`config.mk`:
```
export PLATFORM = sky130hd
export DESIGN_NAME = wrr_arbiter_param
export DESIGN_NICKNAME = d
export VERILOG_FILES = /design/src/rtl/wrr_arbiter_param.sv
export SDC_FILE = /design/constraint.sdc
export NUM_CORES = 1
export LEC_CHECK = 0
export ABC_AREA = 1
export BUFFER_PORTS_ARGS = -buffer_cell sky130_fd_sc_hd__buf_2
export CAP_MARGIN = 20
export CORE_MARGIN = 4
export CORE_UTILIZATION = 46
export DETAILED_ROUTE_END_ITERATION = 10
export GPL_ROUTABILITY_DRIVEN = 0
export PLACE_DENSITY = 0.66
export SETUP_SLACK_MARGIN = 0.1
export SYNTH_ARGS = -nofsm -noshare
export SYNTH_HDL_FRONTEND = slang
export SYNTH_SLANG_ARGS = --single-unit
```
`constraint.sdc`:
```
create_clock -name clk -period 6.5 [get_ports clk]
set_input_delay 0.975 -clock clk [delete_from_list [all_inputs] [get_ports clk]]
set_output_delay 0.975 -clock clk [all_outputs]
set_load 0.02 [all_outputs]
```
`src/rtl/wrr_arbiter_param.sv`:
```
// Weighted round-robin arbiter: one registered grant at a time, held until ack,
// with per-requestor programmable burst weights (weight 0 masks the requestor).
module wrr_arbiter_param #(
  parameter  int N_REQ  = 32,
  parameter  int WT_W   = 4,
  parameter  int WT_RST = 1,
  localparam int ID_W   = $clog2(N_REQ)
) (
  input  logic                  clk,
  input  logic                  rst,
  input  logic [N_REQ-1:0]      req,
  input  logic                  ack,
  input  logic [N_REQ*WT_W-1:0] wt_cfg,
  input  logic                  wt_ld,
  output logic [N_REQ-1:0]      gnt_w,
  output logic [ID_W-1:0]       gnt_id,
  output logic                  gnt_vld
);

  typedef enum logic {IDLE, GRANT} state_t;

  state_t                      state_reg;
  logic [ID_W-1:0]             ptr_reg;
  logic [WT_W-1:0]             credit_reg;
  logic [N_REQ-1:0][WT_W-1:0]  weight_reg;
  logic [N_REQ-1:0]            gnt_w_reg;
  logic [ID_W-1:0]             gnt_id_reg;
  logic                        gnt_vld_reg;

  logic [N_REQ-1:0][WT_W-1:0]  weight_eff;
  logic [N_REQ-1:0]            elig;
  logic [ID_W-1:0]             nxt_ptr;
  logic [ID_W-1:0]             search_start;
  logic                        found;
  logic [ID_W-1:0]             win;
  logic                        burst_cont;

  // A search in the same cycle as wt_ld already sees the new weights.
  for (genvar gi = 0; gi < N_REQ; gi++) begin : g_elig
    assign weight_eff[gi] = wt_ld ? wt_cfg[gi*WT_W +: WT_W] : weight_reg[gi];
    assign elig[gi]       = req[gi] && (weight_eff[gi] != '0);
  end

  assign nxt_ptr      = (gnt_id_reg == ID_W'(N_REQ - 1)) ? '0 : gnt_id_reg + 1'b1;
  assign search_start = (state_reg == GRANT) ? nxt_ptr : ptr_reg;

  // Burst decision deliberately uses the weight that was in force before any wt_ld.
  assign burst_cont = (credit_reg > WT_W'(1)) && req[gnt_id_reg] &&
                      (weight_reg[gnt_id_reg] != '0);

  always_comb begin
    found = 1'b0;
    win   = '0;
    for (int k = 0; k < N_REQ; k++) begin
      int idx;
      idx = int'(search_start) + k;
      if (idx >= N_REQ) idx = idx - N_REQ;
      if (!found && elig[idx]) begin
        found = 1'b1;
        win   = ID_W'(idx);
      end
    end
  end

  always_ff @(posedge clk or negedge rst) begin
    if (!rst) begin
      weight_reg <= {N_REQ{WT_W'(WT_RST)}};
    end else if (wt_ld) begin
      weight_reg <= wt_cfg;
    end
  end

  always_ff @(posedge clk or negedge rst) begin
    if (!rst) begin
      state_reg   <= IDLE;
      ptr_reg     <= '0;
      credit_reg  <= '0;
      gnt_w_reg   <= '0;
      gnt_id_reg  <= '0;
      gnt_vld_reg <= 1'b0;
    end else begin
      case (state_reg)
        IDLE: begin
          if (found) begin
            state_reg   <= GRANT;
            gnt_id_reg  <= win;
            gnt_w_reg   <= {{(N_REQ-1){1'b0}}, 1'b1} << win;
            gnt_vld_reg <= 1'b1;
            credit_reg  <= weight_eff[win];
          end
        end
        GRANT: begin
          if (ack) begin
            if (burst_cont) begin
              credit_reg <= credit_reg - 1'b1;
            end else begin
              ptr_reg <= nxt_ptr;
              if (found) begin
                gnt_id_reg <= win;
                gnt_w_reg  <= {{(N_REQ-1){1'b0}}, 1'b1} << win;
                credit_reg <= weight_eff[win];
              end else begin
                state_reg   <= IDLE;
                gnt_w_reg   <= '0;
                gnt_vld_reg <= 1'b0;
              end
            end
          end
        end
        default: state_reg <= IDLE;
      endcase
    end
  end

  assign gnt_w   = gnt_w_reg;
  assign gnt_id  = gnt_id_reg;
  assign gnt_vld = gnt_vld_reg;

endmodule
```
==> flow_summary.ini <==
[status]
status = finished, final reports clean

[global_routing]
grt.total_usage_pct = 32.3
grt_max_degree = 110
grt_first_pass_wirelength_um = 85800
grt_pass1_vias = 15910
antenna_found_initial = 2
gr-total-overflow = 0

[timing]
hold_viol = 0
setup_violations = 0
slew_headroom_pct = 30.4
fin_ws_ns = 0.274
hold_ws_ns = 0.485
setup_tns_ns = 0
min_period_over_period_pct = 95.8
period_minus_slack_ns = 6.23
worst_slew_pin_slew_ns = 1.04
drv_slew = 0
grt_setup_unrepaired = true
worst_clock_skew_ns = 0.0211
fmax_mhz = 161

[routing]
drt_iter0_drc = 2444
routedWlPerCell_um = 19.6
drc_errors = 0
viasPerCell = 5.84
wl_um = 57400
dr_total_vias = 17158
ant_nets = 0
firstDrtPassIters = 7

[cts]
root_buffer = clkbuf_16
cts.clk_slew.worst_paths_ns = 0.09
clock_path_buffers = 2
cts_tree = yes
htree_levels = 4
insertion_delay_ns = 0.44
ctsHoldBuffers = 0
cts_made_buffers = 17
clock_sinks = 176

[placed_design]
pre_cts_ws_ns = -0.0909
dp_hpwl_um = 41900
placed_cells = 2864
port_buffers = 201

[worst_setup_path]
end_kind = flip-flop
worstPathArrival_ns = 6.55
cp.buffers_inverters = 8
crit_required_ns = 6.82
cpLargestDelayFamily = simple AND/OR/NAND/NOR gates
r2r_setup_slack_ns = 0.27
slowest_stage = dfrtp_1
critPathMaxStageDelay_ns = 0.44
criticalPathCategory = flip-flop to flip-flop
crit_path_max_fanout = 5
critPathLaunchType = flip-flop

[finish]
largest_register_ffs = 128
drive_gt1_share_pct = 22.5
finalNetCount = 2714
fill_cells = 2862
instances_no_fill = 2938
syn2layout_area_growth_pct = 27.8

[synth]
postSynthCellCount = 2266
seq_area_frac_synth_pct = 31.8
synthTopCellsByCount = 897 x nand2_1, 422 x nand3_1, 167 x inv_1
synthFlopType = dfrtp_1
synth_edf_count = 0
synth_cell_types = 54
async_reset_ff_share_pct = 100
synth_most_common_cell = nand2_1
yosysWarnings = 0
ys_ff_latch = 176
synthesis.nets = 2446
synth_top_area_share_pct = 25.8
netlist.top_cell.by_area = dfrtp_1
synthTopCellsByArea = dfrtp_1 26%, nand2_1 24%, nand3_1 15%
syn_area_mm2 = 0.0140
avgSynthCellArea_um2 = 6.16

[die]
rows = 63
fp.dieW_um = 182
start_util_pct = 46.9
io_pins = 202
die_area_mm2 = 0.0332
die-height_um = 182
core_area_mm2 = 0.0298

[min_path]
hold_path.class = flip-flop to flip-flop

[run]
maxCapViolCount = 0
kinds of logic (layout without fill, tap and decap cells):
group	after synthesis	after routing	synth area share, %
compound gates	227	227	9.02
xor+xnor	19	19	1.25
fa+ha+maj	16	16	1.43
buf+inv	284	565	8.75
flops	176	176	31.8
other cells	0	1	0
simple gates	1544	1544	47.7
worst reg2reg max path: cells and delay by family, from the launching register on:
| family | cells | cell delay [ns] |
|---|---|---|
| simple gates | 39 | 4.16 |
| flops | 1 | 0.44 |
| buf+inv | 8 | 0.86 |
| compound gates | 2 | 0.31 |
| fa+ha+maj | 2 | 0.35 |
path summary, 6_finish.rpt:
kind / start / end / depth (start not counted)
max: gnt_id[0] / credit_reg[2] / 51
min: ptr_reg[4] / ptr_reg[4] / 2
max reg2reg: gnt_id[0] / credit_reg[2] / 51
min reg2reg: ptr_reg[4] / ptr_reg[4] / 2
max in group asynchronous: rst / weight_reg[125] / 2
min in group asynchronous: rst / weight_reg[105] / 1
cells in the final DEF (no fill, tap or decap), types with 17 or more instances in the layout:
cell	netlist	routed
buf_2	42	199
nand2_2	2	17
nand4_1	19	19
o21ai_0	131	127
dfrtp_1	144	144
buf_4	9	119
a21oi_1	23	22
inv_1	167	156
clkbuf_16	0	24
nand3_2	3	33
nor2_1	142	133
o21ai_1	26	20
nand2_1	897	875
dfstp_2	32	32
nand3_1	422	382
per-stage QoR:
step	area, µm²	utilization [%]
final	17800	59.9
after global routing	17800	59.9
after CTS	16700	56.0
after detailed placement	15900	53.3
after global placement	15900	53.3
after floorplan	14000	-
routing by layer:
layer	GRT usage, %	vias to the layer above	part of all wire [%]
li1	-	7928	-
met1	42.4	7849	39
met2	50.9	1131	44
met3	7.04	248	11
met4	15.0	2	5.9
met5	0	-	0.023
layout make-up:
class | count | area [µm²] | area share [%]
antenna | 1 | 2.50 | 0.0140
clock buffer | 17 | 425 | 2.38
clock inverter | 15 | 206 | 1.16
inverter | 181 | 712 | 3.99
multi-input combinational | 1806 | 9040 | 50.7
sequential | 176 | 4440 | 24.9
tap | 390 | 488 | 2.74
timing repair buffer | 352 | 2520 | 14.1
what timing repair did:
action                                  in CTS  in global routing
gates cloned                                 0                  7
pin swaps                                    6                 65
resized for setup                           29                166
setup buffers                                5                 29
endpoints found under the setup margin      21                 39
Power is left out: the tool's default activity adds up to more than one toggle a clock period on the data nets, which glitch-free logic cannot reach.
